### src/rtl/mmc1_pkg.sv
// Shared definitions for the MMC1 serial register writer: register selects,
// shift length and the writer FSM state type.
package mmc1_pkg;

  localparam logic [1:0] REG_CONTROL = 2'b00;
  localparam logic [1:0] REG_CHR0    = 2'b01;
  localparam logic [1:0] REG_CHR1    = 2'b10;
  localparam logic [1:0] REG_PRG     = 2'b11;

  localparam int MMC1_SHIFT_BITS = 5;

  typedef enum logic [1:0] {
    ST_IDLE   = 2'd0,
    ST_SETUP  = 2'd1,
    ST_STROBE = 2'd2,
    ST_GAP    = 2'd3
  } wr_state_e;

  function automatic int max3(input int a, input int b, input int c);
    int m;
    m = (a > b) ? a : b;
    return (m > c) ? m : c;
  endfunction

endpackage

### src/rtl/mmc1_phase_timer.sv
// Loadable down-counter timing one bus phase: terminal-count strobe plus a
// flag that is set once the count has fallen to the mark value.
module mmc1_phase_timer #(
  parameter int W = 2
) (
  input  logic         i_clk,
  input  logic         i_rst_n,
  input  logic         i_load,
  input  logic [W-1:0] i_load_val,
  input  logic [W-1:0] i_mark_val,
  output logic         o_tc,
  output logic         o_mark
);

  logic [W-1:0] r_cnt;

  always_ff @(posedge i_clk or negedge i_rst_n) begin
    if (!i_rst_n) begin
      r_cnt <= '0;
    end else if (i_load) begin
      r_cnt <= i_load_val;
    end else if (r_cnt != '0) begin
      r_cnt <= r_cnt - 1'b1;
    end
  end

  assign o_tc   = (r_cnt == '0);
  assign o_mark = (r_cnt <= i_mark_val);

endmodule

### src/rtl/mmc1_serial_writer.sv
// Drives the MMC1 five-write serial protocol on the cartridge CPU pins.
// Define MMC1_WR_RESET_EN to honour REQ_RESET (prepends a D7=1 reset write).
module mmc1_serial_writer
  import mmc1_pkg::*;
#(
  parameter int M2_LOW_CYCLES  = 2,
  parameter int M2_HIGH_CYCLES = 3,
  parameter int ROMSEL_DELAY   = 1,
  parameter int GAP_CYCLES     = 1
) (
  input  logic       CLK,
  input  logic       nRST,
  input  logic       REQ_VALID,
  output logic       REQ_READY,
  input  logic [1:0] REQ_REG,
  input  logic [4:0] REQ_DATA,
  input  logic       REQ_RESET,
  output logic       BUSY,
  output logic       DONE,
  output logic       CPU_M2,
  output logic       nCPU_ROMSEL,
  output logic       nCPU_RW,
  output logic       CPU_A14,
  output logic       CPU_A13,
  output logic       CPU_D0,
  output logic       CPU_D7,
  output wr_state_e  o_dbg_state
);

  localparam int PMAX = max3(M2_LOW_CYCLES, M2_HIGH_CYCLES, GAP_CYCLES);
  localparam int PW   = (PMAX > 1) ? $clog2(PMAX) : 1;
  localparam logic [PW-1:0] LD_LOW  = PW'(M2_LOW_CYCLES - 1);
  localparam logic [PW-1:0] LD_HIGH = PW'(M2_HIGH_CYCLES - 1);
  localparam logic [PW-1:0] LD_GAP  = PW'(GAP_CYCLES - 1);
  // Count value in STROBE from which nROMSEL is driven low on the next clock.
  localparam logic [PW-1:0] MARK    = PW'(M2_HIGH_CYCLES - ROMSEL_DELAY);
  localparam logic [2:0]    LAST_BIT = 3'(MMC1_SHIFT_BITS - 1);

  wr_state_e   r_state;
  logic [4:0]  r_data;
  logic [2:0]  r_bit;
  logic        r_done, r_m2, r_nromsel, r_nrw, r_a14, r_a13, r_d0, r_d7;
  logic        w_accept, w_load, w_tc, w_mark, w_rst_pend, w_req_rst;
  logic [PW-1:0] w_load_val;
  logic [2:0]  w_bit_nxt;

  assign REQ_READY   = (r_state == ST_IDLE);
  assign BUSY        = ~REQ_READY;
  assign w_accept    = REQ_VALID & REQ_READY;
  assign w_bit_nxt   = r_bit + 3'd1;
  assign o_dbg_state = r_state;

`ifdef MMC1_WR_RESET_EN
  logic r_rst_pend;

  assign w_req_rst  = REQ_RESET;
  assign w_rst_pend = r_rst_pend;

  always_ff @(posedge CLK or negedge nRST) begin
    if (!nRST) begin
      r_rst_pend <= 1'b0;
    end else if (w_accept) begin
      r_rst_pend <= REQ_RESET;
    end else if (r_state == ST_GAP && w_tc) begin
      r_rst_pend <= 1'b0;
    end
  end
`else
  logic w_unused_req_reset;

  assign w_unused_req_reset = REQ_RESET;
  assign w_req_rst          = 1'b0;
  assign w_rst_pend         = 1'b0;
`endif

  // The timer is reloaded with the length of whichever phase comes next.
  assign w_load = (r_state == ST_IDLE) ? w_accept : w_tc;

  always_comb begin
    w_load_val = LD_LOW;
    case (r_state)
      ST_SETUP:  w_load_val = LD_HIGH;
      ST_STROBE: w_load_val = LD_GAP;
      default:   w_load_val = LD_LOW;
    endcase
  end

  mmc1_phase_timer #(.W(PW)) u_timer (
    .i_clk      (CLK),
    .i_rst_n    (nRST),
    .i_load     (w_load),
    .i_load_val (w_load_val),
    .i_mark_val (MARK),
    .o_tc       (w_tc),
    .o_mark     (w_mark)
  );

  always_ff @(posedge CLK or negedge nRST) begin
    if (!nRST) begin
      r_state   <= ST_IDLE;
      r_data    <= '0;
      r_bit     <= '0;
      r_done    <= 1'b0;
      r_m2      <= 1'b0;
      r_nromsel <= 1'b1;
      r_nrw     <= 1'b1;
      r_a14     <= 1'b0;
      r_a13     <= 1'b0;
      r_d0      <= 1'b0;
      r_d7      <= 1'b0;
    end else begin
      r_done <= 1'b0;
      case (r_state)
        ST_IDLE: if (w_accept) begin
          r_state <= ST_SETUP;
          r_data  <= REQ_DATA;
          r_bit   <= '0;
          r_nrw   <= 1'b0;
          r_a14   <= REQ_REG[1];
          r_a13   <= REQ_REG[0];
          r_d7    <= w_req_rst;
          r_d0    <= REQ_DATA[0] & ~w_req_rst;
        end
        ST_SETUP: if (w_tc) begin
          r_state <= ST_STROBE;
          r_m2    <= 1'b1;
        end
        ST_STROBE: begin
          if (w_tc) begin
            r_state   <= ST_GAP;
            r_m2      <= 1'b0;
            r_nromsel <= 1'b1;
            r_nrw     <= 1'b1;
          end else begin
            r_nromsel <= ~w_mark;
          end
        end
        ST_GAP: if (w_tc) begin
          // Address/data change only here, so they are stable across a full write.
          if (w_rst_pend) begin
            r_state <= ST_SETUP;
            r_nrw   <= 1'b0;
            r_d7    <= 1'b0;
            r_d0    <= r_data[0];
          end else if (r_bit == LAST_BIT) begin
            r_state <= ST_IDLE;
            r_done  <= 1'b1;
          end else begin
            r_state <= ST_SETUP;
            r_nrw   <= 1'b0;
            r_bit   <= w_bit_nxt;
            r_d0    <= r_data[w_bit_nxt];
          end
        end
        default: r_state <= ST_IDLE;
      endcase
    end
  end

  assign DONE        = r_done;
  assign CPU_M2      = r_m2;
  assign nCPU_ROMSEL = r_nromsel;
  assign nCPU_RW     = r_nrw;
  assign CPU_A14     = r_a14;
  assign CPU_A13     = r_a13;
  assign CPU_D0      = r_d0;
  assign CPU_D7      = r_d7;

endmodule

### config.mk
export PLATFORM = sky130hd
export DESIGN_NAME = mmc1_serial_writer
export DESIGN_NICKNAME = d
export VERILOG_FILES = /design/src/rtl/mmc1_pkg.sv /design/src/rtl/mmc1_phase_timer.sv /design/src/rtl/mmc1_serial_writer.sv
export SDC_FILE = /design/constraint.sdc
export NUM_CORES = 1
export LEC_CHECK = 0
export BUFFER_PORTS_ARGS = -buffer_cell sky130_fd_sc_hd__buf_4
export CAP_MARGIN = 20
export CORE_MARGIN = 2
export CORE_UTILIZATION = 42
export CTS_BUF_LIST = sky130_fd_sc_hd__clkbuf_16
export CTS_CLUSTER_DIAMETER = 40
export DETAILED_ROUTE_END_ITERATION = 16
export PLACE_DENSITY = 0.62
export SETUP_SLACK_MARGIN = 0.1
export SYNTH_ARGS = -nofsm -noshare
export SYNTH_HDL_FRONTEND = slang
export SYNTH_SLANG_ARGS = --single-unit
### constraint.sdc
create_clock -name CLK -period 3.2 [get_ports CLK]
set_input_delay 0.32 -clock CLK [delete_from_list [all_inputs] [get_ports CLK]]
set_output_delay 0.32 -clock CLK [all_outputs]
set_load 0.05 [all_outputs]
Word level (Yosys, flattened, before mapping)
Index checks and enable logic that the tools add are counted.
{"block": "classes", "addsub": 2, "mul": 0, "n_div": 0, "magnitude_cmp": 2, "eq_ne": 9, "n_shift": 0, "n_mux": 31, "bitwise_logic": 3, "n_reduce_logical": 12}
{"cell": "$mux W1", "n": 15}
{"cell": "$mux W2", "n": 6}
{"cell": "$mux W3", "n": 3}
{"cell": "$ne A2 B2 Y1 const B", "n": 4}
{"cell": "$pmux W2 S4", "n": 1}
{"cell": "$reduce_and A4 Y1", "n": 2}
{"cell": "$reduce_bool A2 Y1", "n": 4}
{"cell": "$pmux W3 S2", "n": 1}
{"cell": "$reduce_and A5 Y1", "n": 1}
{"cell": "$eq A2 B2 Y1 const B", "n": 2}
{"cell": "$logic_not A2 Y1", "n": 2}
{"cell": "$lt A3 B4 Y1 const B", "n": 1}
{"cell": "$pmux W1 S2", "n": 2}
{"cell": "$pmux W2 S2", "n": 1}
{"cell": "$add A3 B1 Y3 const B", "n": 1}
{"cell": "$bmux W1 S3", "n": 1}
{"cell": "$eq A3 B3 Y1 const B", "n": 1}
{"cell": "$pmux W1 S3", "n": 1}
{"cell": "$reduce_and A3 Y1", "n": 1}
{"cell": "$reduce_bool A3 Y1", "n": 1}
{"cell": "$eq A2 B1 Y1 const B", "n": 1}
{"cell": "$le A2 B2 Y1 const B", "n": 1}
{"cell": "$ne A2 B1 Y1 const B", "n": 1}
{"cell": "$not A1 Y1", "n": 2}
{"cell": "3 further kinds", "n": 3}
{"block": "word_totals", "register_bits": 19, "latch_bits": 0, "ramBits": 0, "rom_bits": 0, "in_bits": 11, "output_inout_bits": 12, "word_cells": 70, "mem_count": 0}

Longest topological paths before layout
{"block": "logic_depth", "word_depth": 6, "depth_mapped": 7, "mapped_depth_nobuf": 6}

Modules after synthesis
Synthesis repeated with hierarchy kept, for this count alone.
{"block": "unflattened", "cells_unflattened": 107, "area_unflattened_um2": 1103.6}
{"mod": "mmc1_serial_writer", "instances": 1, "cells_per_inst": 89, "area_each_um2": 947.2, "seq_area_each_um2": 427.9}
{"mod": "mmc1_phase_timer", "instances": 1, "cells_per_inst": 18, "area_each_um2": 156.4, "seq_area_each_um2": 50.0}

Least setup slack after synthesis
No wires, ideal clock.
{"block": "synth_timing", "path_type": "register to register", "from": "reg r_state[0] (netlist: o_dbg_state[0])", "to": "reg r_bit[2]", "setup_ps": 118, "arrival_time_ps": 2208, "required_ps": 3082, "path_slack_ps": 874, "path_stages_with_launch": 8, "path_buffers": 1, "synth_period_minus_slack_ps": 2326, "cell_sequence": "dfrtp_1 > inv_1 > ha_1 > buf_6 > nor2b_2 > a211o_1 > o21bai_1 > a21o_1"}
{"block": "synth_via", "elab_chain_len": 4, "elab_cells_between_ends": 9, "cone_classes": "eq/ne (4); mux (1); bitwise (1); reduce/logical (3)"}
{"item": "from (decl)", "line_no": "mmc1_serial_writer.sv:39", "rtl": "wr_state_e r_state;"}
{"item": "from (signal assigned)", "line_no": "mmc1_serial_writer.sv:100", "rtl": "r_state <= ST_IDLE;"}
{"item": "from (signal assigned)", "line_no": "mmc1_serial_writer.sv:115", "rtl": "r_state <= ST_SETUP;"}
{"item": "from (signal assigned)", "line_no": "mmc1_serial_writer.sv:125", "rtl": "r_state <= ST_STROBE;"}
{"item": "$logic_not A2 Y1 *", "line_no": "mmc1_serial_writer.sv:47", "rtl": "assign REQ_READY = (r_state == ST_IDLE);"}
{"item": "net REQ_READY", "line_no": "mmc1_serial_writer.sv:14", "rtl": "output logic REQ_READY,"}
{"item": "$and A1 B1 Y1", "line_no": "mmc1_serial_writer.sv:49", "rtl": "assign w_accept = REQ_VALID & REQ_READY;"}
{"item": "$ne A2 B1 Y1 (no line)"}
{"item": "$reduce_and A4 Y1 (no line)"}
{"item": "to (signal assigned)", "line_no": "mmc1_serial_writer.sv:151", "rtl": "r_bit <= w_bit_nxt;"}
{"item": "to (decl)", "line_no": "mmc1_serial_writer.sv:41", "rtl": "logic [2:0] r_bit;"}
The timed path passes the listed nets; every way through them passes the cells marked *.
A chain may end at the register's enable or synchronous reset.

Worst setup path after layout
{"block": "layout_timing", "from": "reg u_timer.r_cnt[0]", "to": "reg r_bit[2]"}
{"block": "layout_via", "elab_chain_len": 3}
{"item": "from (decl)", "line_no": "mmc1_phase_timer.sv:15", "rtl": "logic [W-1:0] r_cnt;"}
{"item": "from (signal assigned)", "line_no": "mmc1_phase_timer.sv:21", "rtl": "r_cnt <= i_load_val;"}
{"item": "from (signal assigned)", "line_no": "mmc1_phase_timer.sv:23", "rtl": "r_cnt <= r_cnt - 1'b1;"}
{"item": "$logic_not A2 Y1", "line_no": "mmc1_phase_timer.sv:27", "rtl": "assign o_tc = (r_cnt == '0);"}
{"item": "$ne A2 B2 Y1 (no line)"}
{"item": "$reduce_and A4 Y1 (no line)"}
No other way between the ends.

==> summary.txt <==
Result of the run - complete, no violations
Worst reg2reg path endpoint - r_bit[2]
Die ar. - 2890 sq um
Port Buffers - 20
Net switching component of the power - 0.000686 W
Num Clock Sinks - 19
Number of global-route vias before repair - 760
Cell Pwr Density - 1190 nW/um^2
Post-layout worst setup margin - 1300 ps
Path type of the worst min-delay path - in2reg
Core ar. - 2410 sq um
Number of slew-limit violations in the final report - 0
Post-Route Skew - 2.40 ps
Hold-fix buffers at CTS - 1
Biggest area contributors in the synthesized netlist - sky130_fd_sc_hd__dfrtp_1 (41%), sky130_fd_sc_hd__mux2_1 (9.8%), sky130_fd_sc_hd__ha_1 (9.6%)
Portion of the clock cycle consumed by the worst path in the final layout - 59.5%
Antenna Violating Nets Remaining - 0
Mean instance size in the synthesized netlist - 10.5 sq um
Combinational group share of total power - 55.2%
Startpoint of the most critical setup path - u_timer.r_cnt[0]
DRC - 0
Wire length after detailed routing - 1870 microns
Cell area after technology mapping - 1040 sq um
Worst-skew pair later-pin latency - 250 ps
Final worst hold slack - 286 ps
Required arrival time at the worst endpoint - 3340 ps
Number of vias in the routed layout - 759
Flop-to-flop setup slack - 1300 ps
Effective utilization at floorplan - 43.1%
CTS Root Cell - sky130_fd_sc_hd__clkbuf_16
Startpoint of the most critical register-to-register path - u_timer.r_cnt[0]
Final Hold Vio Count - 0
Origin of the worst min-delay path - REQ_REG[1]
Floorplan die width - 53.7 microns
Sum of overflow across all layers after global routing - 0
Main synth FF type - sky130_fd_sc_hd__dfrtp_1
Worst IR drop on VDD - 0.000604 V
Number of flops mapped to enable cells by yosys - 0
Seq cells post-synth - 19
Most frequent cell after synthesis - sky130_fd_sc_hd__dfrtp_1
MaxCap Viol Count - 0
Top-area cell type share of the netlist area - 41.0%
RSZ-0062 raised after global routing - false
Sort of element at the start of the critical path - flop
# setup viols final - 0
Fraction of the yosys area taken by sequential cells - 46.0%
Relative contribution of the clock network to total power - 16.5%
Total routing usage reported by global routing - 16.1%
Number of buffers added by the clock tree synthesis step - 3
Endpoint of the worst hold-timing path - CPU_A14
Hold path depth - 2
Antenna violations before repair - 0
Via density per instance - 5.03
Final core area utilization - 53.6%
Net Sw Frac - 44.8%
Clock tree from TritonCTS - done
Min Clock Period, post-route - 1900 ps
Placed wire-length estimate - 1430 microns
Sum of negative setup slack - 0 ps
Number of detailed-routing iterations run before antenna repair - 6
Data arrival time at the worst-slack endpoint - 2040 ps
Area Growth Syn to Fin - 24.5%
Setup slack at placement - 1310 ps
Average routed wire per standard cell - 12.4 microns
Share of flip-flops with an asynchronous set or reset - 100%
Worst Setup Path Type - reg2reg
Share of layout cells above drive strength 1 - 23.1%
Wire length of the first global-routing pass - 3290 microns
Fmax achieved - 525 MHz
Worst R2R Path Depth - 6
Total setup buffers inserted after CTS - 0
Syn_nets - 118
Internal power consumption - 0.000846 W
Die Height - 53.7 microns
Power share of the sequential group - 28.2%
Static leakage power - 0.611 nW
Total power draw - 0.00153 W
Inserted Diodes - 0
Floorplan row count - 18
CTS Buffer Depth - 2
H-tree depth - 1
Gates resized, CTS repair - 0
Number of cells produced by synthesis - 99
Number of primary I/O pins - 23
Number of unique standard cell types used by synthesis - 35
Layout net count - 141
Initial DRC count - 12
Area leader, netlist - sky130_fd_sc_hd__dfrtp_1
Clk slew on worst S/H paths - 50 ps
Synth top cells by count - sky130_fd_sc_hd__dfrtp_1 (17), sky130_fd_sc_hd__mux2_1 (9), sky130_fd_sc_hd__nand2_1 (9)
Placer's final routability congestion estimate - 0.782
Largest net degree at the start of global routing - 20
Syn. warnings - 0
Kind of capture point of the worst setup path - flop
Maximum fanout count along the critical path - 13
## how the worst max path moves through the flow
stage | slack [ps] | depth (start not counted) | endpoint
after floorplan | 870 | 7 | r_bit[2]
after global placement | 1330 | 6 | r_bit[2]
after detailed placement | 1310 | 6 | r_bit[2]
after CTS | 1300 | 6 | r_bit[2]
after global routing | 1150 | 6 | r_bit[2]
final | 1300 | 6 | r_bit[2]
## stage by stage
stage          cell area [sq um]  instances
6_report                    1290        151
3_5_place_dp                1200        146
3_3_place_gp                1200        146
5_1_grt                     1290        151
2_1_floorplan               1040         99
4_1_cts                     1290        151
## critical path, stage by stage, from the launching register on
cell	delay [ps]
sky130_fd_sc_hd__dfrtp_1	390
sky130_fd_sc_hd__inv_1	60
sky130_fd_sc_hd__ha_1	390
sky130_fd_sc_hd__a21bo_1	250
sky130_fd_sc_hd__a211o_1	350
sky130_fd_sc_hd__o21bai_1	180
sky130_fd_sc_hd__a21o_1	170
## power groups by stage
stage          clock network (W)  registers, W  logic [W]
3_5_place_dp                   0      0.000436   0.000851
5_1_grt                 0.000275      0.000452   0.000940
6_report                0.000254      0.000432   0.000846
4_1_cts                 0.000260      0.000435   0.000855
3_3_place_gp                   0      0.000430   0.000837
2_1_floorplan                  0      0.000598   0.000489
## flip-flops by register name, indices dropped and copies added, names as in the netlist
signal	flops
r_bit	3
r_data	5
CPU_A13	1
CPU_M2	1
CPU_D0	1
CPU_A14	1
nCPU_RW	1
o_dbg_state	2
DONE	1
nCPU_ROMSEL	1
u_timer.r_cnt	2
## cell usage in the layout, fill, tap and decap left out, types with 2 or more instances in the layout
master and instances:
sky130_fd_sc_hd__a21o_1 3, sky130_fd_sc_hd__a21oi_1 7, sky130_fd_sc_hd__a311oi_1 2, sky130_fd_sc_hd__buf_4 20, sky130_fd_sc_hd__clkbuf_16 3, sky130_fd_sc_hd__clkinv_1 2, sky130_fd_sc_hd__dfrtp_1 17, sky130_fd_sc_hd__dfstp_2 2
sky130_fd_sc_hd__ha_1 8, sky130_fd_sc_hd__inv_1 8, sky130_fd_sc_hd__mux2_1 9, sky130_fd_sc_hd__nand2_1 9, sky130_fd_sc_hd__nor2_1 4, sky130_fd_sc_hd__o21ai_1 4, sky130_fd_sc_hd__o31ai_1 2
## final cells by class
type / instances / area [sq um]
Fill cell: 208 / 1120
Clock inverter: 1 / 5.00
Sequential cell: 19 / 478
Multi-Input combinational cell: 67 / 499
Timing Repair Buffer: 21 / 160
Tap cell: 30 / 37.5
Clock buffer: 3 / 75.1
Inverter: 10 / 37.5
## cells by family after synthesis
family	after synthesis	share of synthesized area, %
AOI/OAI and AO/OA	25	15.8
xor gates and xnor gates	1	0.844
adders and majority gates	8	9.64
buffers and inverters	13	5.90
DFF	19	46.0
muxes	11	11.8
other	1	0.361
and+or+nand+nor	21	9.64
## routing by layer
layer  share of wire, %  GRT usage, %  vias to the layer above
met2                 47          24.6                       12
met1                 49          21.5                      356
met4               0.59          7.69                        0
li1                   -             -                      389
met5                  0             0                        -
met3                3.5          3.61                        2
(Power assumes the default switching activity.)
